File: config.mk
export PLATFORM = sky130hd
export DESIGN_NAME = time_of_day_counter
export DESIGN_NICKNAME = d
export VERILOG_FILES = /design/src/rtl/time_of_day_counter.sv
export SDC_FILE = /design/constraint.sdc
export NUM_CORES = 1
export LEC_CHECK = 0
export CORE_ASPECT_RATIO = 1.5
export CORE_MARGIN = 8
export CORE_UTILIZATION = 45
export CTS_CLUSTER_DIAMETER = 120
export DETAILED_ROUTE_END_ITERATION = 10
export PLACE_DENSITY_LB_ADDON = 0.1
export SETUP_SLACK_MARGIN = 0.5
export SLEW_MARGIN = 20
export SYNTH_ARGS = -nofsm -noshare
export SYNTH_HDL_FRONTEND = slang
export SYNTH_SLANG_ARGS = --single-unit
File: constraint.sdc
create_clock -name clk_100MHZ -period 2.35 [get_ports clk_100MHZ]
set_clock_uncertainty 0.15 [all_clocks]
set_input_delay 0.235 -clock clk_100MHZ [delete_from_list [all_inputs] [get_ports clk_100MHZ]]
set_output_delay 0.235 -clock clk_100MHZ [all_outputs]
set_load 0.1 [all_outputs]
File: src/rtl/time_of_day_counter.sv
// time_of_day_counter: BCD hh:mm:ss timekeeper advanced by 1 Hz rising edges, with hour/minute set mode
module time_of_day_counter #(
  parameter bit FORMAT_24H = 1'b1
) (
  input  logic       clk_100MHZ,
  input  logic       rst_n,
  input  logic       clk_1Hz,
  input  logic       set_mode,
  input  logic       inc_hour,
  input  logic       inc_min,
  output logic [1:0] hour_tens,
  output logic [3:0] hour_ones,
  output logic [2:0] min_tens,
  output logic [3:0] min_ones,
  output logic [2:0] sec_tens,
  output logic [3:0] sec_ones,
  output logic       pm,
  output logic       sec_tick,
  output logic       rollover_day
);
  logic       clk_1hz_q, clk_1hz_d, armed_q, armed_d;
  logic [1:0] hour_tens_q, hour_tens_d;
  logic [3:0] hour_ones_q, hour_ones_d;
  logic [2:0] min_tens_q, min_tens_d;
  logic [3:0] min_ones_q, min_ones_d;
  logic [2:0] sec_tens_q, sec_tens_d;
  logic [3:0] sec_ones_q, sec_ones_d;
  logic       pm_q, pm_d, sec_tick_q, sec_tick_d, rollover_q, rollover_d;
  logic       tick, sec_wrap, min_wrap, min_inc, hour_inc;
  // armed blocks a tick from a clk_1Hz that is already high when reset releases
  always_comb begin
    clk_1hz_d   = clk_1Hz;
    armed_d     = armed_q | ~clk_1Hz;
    tick        = clk_1Hz & ~clk_1hz_q & armed_q;
    sec_wrap    = sec_tens_q == 3'd5 && sec_ones_q == 4'd9;
    min_wrap    = min_tens_q == 3'd5 && min_ones_q == 4'd9;
    min_inc     = set_mode ? inc_min : tick & sec_wrap;
    hour_inc    = set_mode ? inc_hour : tick & sec_wrap & min_wrap;
    sec_tick_d  = ~set_mode & tick;
    sec_ones_d  = set_mode ? 4'd0 : tick ? (sec_ones_q == 4'd9 ? 4'd0 : sec_ones_q + 4'd1) : sec_ones_q;
    sec_tens_d  = set_mode ? 3'd0 : (tick && sec_ones_q == 4'd9) ? (sec_tens_q == 3'd5 ? 3'd0 : sec_tens_q + 3'd1) : sec_tens_q;
    min_ones_d  = min_inc ? (min_ones_q == 4'd9 ? 4'd0 : min_ones_q + 4'd1) : min_ones_q;
    min_tens_d  = (min_inc && min_ones_q == 4'd9) ? (min_tens_q == 3'd5 ? 3'd0 : min_tens_q + 3'd1) : min_tens_q;
    hour_tens_d = hour_tens_q;
    hour_ones_d = hour_ones_q;
    pm_d        = pm_q;
    rollover_d  = 1'b0;
    if (hour_inc) begin
      if (FORMAT_24H) begin
        if (hour_tens_q == 2'd2 && hour_ones_q == 4'd3) begin
          hour_tens_d = 2'd0;
          hour_ones_d = 4'd0;
          rollover_d  = ~set_mode;
        end else if (hour_ones_q == 4'd9) begin
          hour_tens_d = hour_tens_q + 2'd1;
          hour_ones_d = 4'd0;
        end else
          hour_ones_d = hour_ones_q + 4'd1;
      end else begin
        if (hour_tens_q == 2'd1 && hour_ones_q == 4'd2) begin
          hour_tens_d = 2'd0;
          hour_ones_d = 4'd1;
        end else if (hour_tens_q == 2'd1 && hour_ones_q == 4'd1) begin
          hour_ones_d = 4'd2;
          pm_d        = ~pm_q;
          rollover_d  = ~set_mode & pm_q;
        end else if (hour_ones_q == 4'd9) begin
          hour_tens_d = 2'd1;
          hour_ones_d = 4'd0;
        end else
          hour_ones_d = hour_ones_q + 4'd1;
      end
    end
    if (FORMAT_24H) pm_d = hour_tens_d == 2'd2 || (hour_tens_d == 2'd1 && hour_ones_d >= 4'd2);
  end
  always_ff @(posedge clk_100MHZ or negedge rst_n) begin
    if (!rst_n) begin
      clk_1hz_q   <= 1'b0;
      armed_q     <= 1'b0;
      hour_tens_q <= FORMAT_24H ? 2'd0 : 2'd1;
      hour_ones_q <= FORMAT_24H ? 4'd0 : 4'd2;
      min_tens_q  <= 3'd0;
      min_ones_q  <= 4'd0;
      sec_tens_q  <= 3'd0;
      sec_ones_q  <= 4'd0;
      pm_q        <= 1'b0;
      sec_tick_q  <= 1'b0;
      rollover_q  <= 1'b0;
    end else begin
      clk_1hz_q   <= clk_1hz_d;
      armed_q     <= armed_d;
      hour_tens_q <= hour_tens_d;
      hour_ones_q <= hour_ones_d;
      min_tens_q  <= min_tens_d;
      min_ones_q  <= min_ones_d;
      sec_tens_q  <= sec_tens_d;
      sec_ones_q  <= sec_ones_d;
      pm_q        <= pm_d;
      sec_tick_q  <= sec_tick_d;
      rollover_q  <= rollover_d;
    end
  end
  assign hour_tens    = hour_tens_q;
  assign hour_ones    = hour_ones_q;
  assign min_tens     = min_tens_q;
  assign min_ones     = min_ones_q;
  assign sec_tens     = sec_tens_q;
  assign sec_ones     = sec_ones_q;
  assign pm           = pm_q;
  assign sec_tick     = sec_tick_q;
  assign rollover_day = rollover_q;
endmodule
[Yosys cells after proc, flatten, opt, wreduce, memory -nomap -nowiden]
Index checks and enable logic that the tools add are counted.
Operators by class
  add/subtract/negate cells: 6
  divide/modulo/power cells: 0
  equal/unequal tests: 9
  reductions and logical operators: 9
  muxes and demuxes: 18
  $mul: 0
  shift operators: 0
  $lt $le $gt $ge: 1
  bitwise operators: 9
Operators with widths (count)
  $mux 4: 7
  $add 4x1->4 const B: 3
  $eq 4x4->1 const B: 3
  $mux 3: 4
  $add 3x1->3 const B: 2
  $eq 3x3->1 const B: 2
  $logic_and 1x1->1: 6
  $mux 2: 3
  $and 1x1->1: 5
  $eq 2x2->1 const B: 2
  $eq 4x2->1 const B: 1
  $ge 4x2->1 const B: 1
  $mux 1: 4
  $reduce_bool 2->1: 2
  $not 1->1: 3
  $add 2x1->2 const B: 1
  $eq 2x1->1 const B: 1
  $logic_or 1x1->1: 1
  $or 1x1->1: 1
Word-level totals
  latch bits: 0
  flip-flop bits (word level): 25
  memories: 0
  memory bits (read-only): 0
  bits in writable memories: 0

[Depth between registers and ports, before layout]
  depth after elaboration: 10
  mapped depth: 9
  mapped depth without buffers: 8

[Least setup slack after synthesis]
Ideal clock, no wire load.
  path kind: flip-flop to flip-flop
  start: register sec_ones_q[0], in the netlist sec_ones[0]
  end: register min_ones_q[3], in the netlist min_ones[3]
  arrival time: 2.693 ns
  library setup time: 0.123 ns
  cell stages (with the launch flop): 9
  slack: -0.617 ns
  cells stage by stage: dfrtp_1 > ha_1 > and3b_1 > nand3_1 > o21ai_0 > and2_1 > clkbuf_1 > o21ai_0 > a22o_1
Between the ends
  longest elaborated chain between the ends: 4
Ends and longest elaborated chain
  start: declaration: RTL line 27  | logic [3:0] sec_ones_q, sec_ones_d;
  start signal: assignment: RTL line 97  | sec_ones_q <= sec_ones_d;
  $eq 4x4->1: RTL line 35  | sec_wrap = sec_tens_q == 3'd5 && sec_ones_q == 4'd9;
  $logic_and 1x1->1: RTL line 35
  $and 1x1->1: RTL line 37  | min_inc = set_mode ? inc_min : tick & sec_wrap;
  $mux 1: RTL line 37
  end signal: assignment: RTL line 95  | min_ones_q <= min_ones_d;
  end: declaration: RTL line 25  | logic [3:0] min_ones_q, min_ones_d;
Every way passes these cells.
A chain may end at the register's enable or synchronous reset.

[Worst setup path after layout]
  start: register sec_tens_q[1], in the netlist sec_tens[1]
  end: register pm_q, in the netlist pm
Between the ends
  longest elaborated chain between the ends: 9
Ends and longest elaborated chain
  start: declaration: RTL line 26  | logic [2:0] sec_tens_q, sec_tens_d;
  start signal: assignment: RTL line 96  | sec_tens_q <= sec_tens_d;
  $eq 3x3->1 (*): RTL line 35
  $logic_and 1x1->1 (*): RTL line 35
  $and 1x1->1 (*) (2 in series): RTL line 38  | hour_inc = set_mode ? inc_hour : tick & sec_wrap & min_wrap;
  $mux 1 (*): RTL line 38
  $mux 4 / $mux 2 (equally long branches): RTL line 48  | if (hour_inc) begin
  $ge 4x2->1 / $eq 2x1->1 (equally long branches): RTL line 74  | if (FORMAT_24H) pm_d = hour_tens_d == 2'd2 || (hour_tens_d == 2'd1 && hour_ones_d >= 4'd2);
  $logic_and 1x1->1: RTL line 74
  $logic_or 1x1->1 (*): RTL line 74
  named net pm_d: RTL line 28  | logic pm_q, pm_d, sec_tick_q, sec_tick_d, rollover_q, rollover_d;
  end signal: assignment: RTL line 98  | pm_q <= pm_d;
  end: declaration: RTL line 28
Mark *: on every way through the listed nets, which the timed path passes. The rest lies on a longest branch.

==> qor.csv <==
metric;value;unit
tns;0;ns
core_area;2880;um2
wl;3.53;mm
final_util;69.8;%
die_w;60.5;um
hold_buffers;0;
rrSetupSlack;0.02;ns
hold_viol_final;0;
clk_pin_slew_worst_paths;0.09;ns
netlist_instances;138;
antenna_cells;0;
grt_usage;15.2;%
drtAntennaViolNets;0;
crit_path_max_fanout;3;
dr.pass1.iters;4;
die_area;5000;um2
tightest_slew;0.584;ns
mostFrequentLayoutCell;buf_4;
antenna_found_initial;0;
finalPower;0.00246;W
num_rows;24;
cp_num_buf_inv;0;
grt_pass1_wl;5.87;mm
period_share;99.3;%
synth_seq_cells;25;
drt-initial-drc-count;24;
crit_arrival;2.38;ns
port_buffers;28;
grt_pass1_vias;1266;
power.density;1220;nW/um2
yosys_warnings;0;
cp-end-kind;flop;
run_status;completed;
max_stage_delay;0.49;ns
overflow;0;
synth_cell_type_count;38;
start_util;46.3;%
cts_sinks;25;
worstSkewPairLatency;0.27;ns
most-common-layout-cells;buf_4 (37), nand2_1 (15), nor2_1 (13), dfrtp_2 (12);
drive_above_1_share;51.1;%
path_cells;or3b_4 -> nor4_4 -> a21boi_2 -> or4_4 -> o211a_1 -> o22ai_2;
setup_violations;0;
maxCapViolCount;0;
cp-startpoint;sec_tens[1];
remaining_drc_errors;0;
pin_count;29;
clockRootBuffer;clkbuf_8;
fmax;0.428;GHz
path_depth;6;
die-height;82.7;um
rsz0062_at_grt;yes;
reg2reg_to;pm;
seq_area_frac_synth;46.9;%
ir_drop;0.000898;V
wire_per_inst;15.4;um
worst-r2r-cell-count;6;
vias;1233;
crit_end;pm;
min_period;2.33;ns
dp_hpwl;2.43;mm
slew_violations;0;
cts_buffer_depth;2;
avgSynthCellArea;9.67;um2
layout.nets;202;
cp.required;2.40;ns
cts_tree;yes;
synth_area;1340;um2
slowest_stage;or4_4;
critical_path_class;flop to flop;
static-leakage-power;0.933;nW
min_path_type;input port to async pin;
grt_max_degree;26;
syn_to_final_growth;50.7;%
startpoint_type;flop;
routed_via_density;5.38;
synth_fp_nets;149;
crit_family;simple AND/OR/NAND/NOR gates;
ctsHtreeMaxLevel;1;
r2r_start;sec_tens[1];
gp_congestion;0.885;
relSlewSlack;61.1;%
cts_made_buffers;3;
==> power breakdown <==
| part | total, W | switching, W | leakage [nW] | internal, W |
|---|---|---|---|---|
| logic | 0.00148 | 0.00107 | 0.613 | 0.000417 |
| registers | 0.000724 | 0.000175 | 0.294 | 0.000549 |
| clock network | 0.000254 | 0.000136 | 0.0255 | 0.000119 |
| total | 0.00246 | 0.00138 | 0.933 | 0.00108 |
==> metrics by stage <==
step,instances,worst slack [ns],hold WS (ns),area (um2)
5_1_grt,229,-0.0868,0.215,2010
3_3_place_gp,215,-0.129,0.324,1750
6_report,229,0.0160,0.184,2010
2_1_floorplan,138,-0.139,-0.211,1400
4_1_cts,227,0.0511,0.194,1920
3_5_place_dp,215,-0.152,0.339,1750
==> worst min-delay path by stage <==
stage | slack, ns | startpoint | cells after the start | end
after floorplan | -0.21 | rst_n | 0 | armed_q
after global placement | 0.32 | armed_q | 1 | armed_q
after detailed placement | 0.34 | armed_q | 1 | armed_q
after CTS | 0.19 | rst_n | 2 | hour_ones[2]
after global routing | 0.22 | rst_n | 2 | hour_ones[2]
final | 0.18 | rst_n | 2 | hour_ones[2]
==> cell usage after synthesis <==
master,n,share of area [%]
nor3b_1,1,0.56
nor2b_1,1,0.47
and3_1,2,0.94
a2111oi_0,1,0.66
nor4_4,1,1.6
dfrtp_1,25,47
a22oi_1,1,0.56
nor4_1,1,0.47
a21o_1,3,1.7
nand4b_1,2,1.3
clkbuf_1,3,0.84
or4_1,2,1.1
nor3_1,5,1.9
o211a_1,1,0.75
xnor2_1,3,2.0
nand3b_1,2,1.1
mux2_2,1,0.84
a21o_2,1,0.66
ha_1,5,4.7
and2_1,1,0.47
mux2i_1,2,1.5
o2bb2a_4,1,1.5
or3b_4,1,0.84
o21ai_0,10,3.7
xor2_1,1,0.66
a21boi_2,1,0.84
a21oi_1,6,2.2
o22ai_2,1,0.94
nand2_1,19,5.3
a22o_1,3,2.0
and3b_1,2,1.3
nand3_1,3,1.1
nand2b_1,2,0.94
nor2_1,15,4.2
or3_1,2,0.94
a31oi_1,1,0.47
inv_1,5,1.4
o21a_1,1,0.56
==> what timing repair did <==
| item | CTS | global route |
|---|---|---|
| pin swaps | 12 | 7 |
| setup endpoints to repair | 12 | 14 |
| resized for setup | 21 | 20 |
| buffers inserted | 8 | 2 |
==> registers in the layout (all words and copies together), names as in the netlist <==
name and flops:
hour_ones 4, min_ones 4, sec_ones 4, min_tens 3, sec_tens 3, hour_tens 2
armed_q 1, clk_1hz_q 1, pm 1, rollover_day 1, sec_tick 1
==> cells by family (layout without fill, tap and decap cells) <==
kind of cell / Yosys count / after routing / synth area share [%]
AOI/OAI and AO/OA: 31 / 31 / 16.6
xor gates and xnor gates: 4 / 4 / 2.62
adders and majority gates: 5 / 5 / 4.69
buffers and inverters: 8 / 60 / 2.25
DFF: 25 / 25 / 46.9
muxes: 3 / 3 / 2.34
and+or+nand+nor: 62 / 62 / 24.6
==> layout make-up <==
type	count	area (um2)
repair buffers	51	429
clock buffers	3	41.3
fillers	239	871
clock inverters	1	5.00
inverters	5	18.8
well taps	39	48.8
multi-input cells	105	813
flip-flops and latches	25	656
==> metal layers <==
metal | GRT usage [%] | part of all wire (%)
met5 | 0 | 0
met4 | 6.09 | 1.2
met3 | 2.33 | 4.2
met2 | 27.7 | 57
met1 | 16.9 | 37
(Power assumes the default switching activity.)
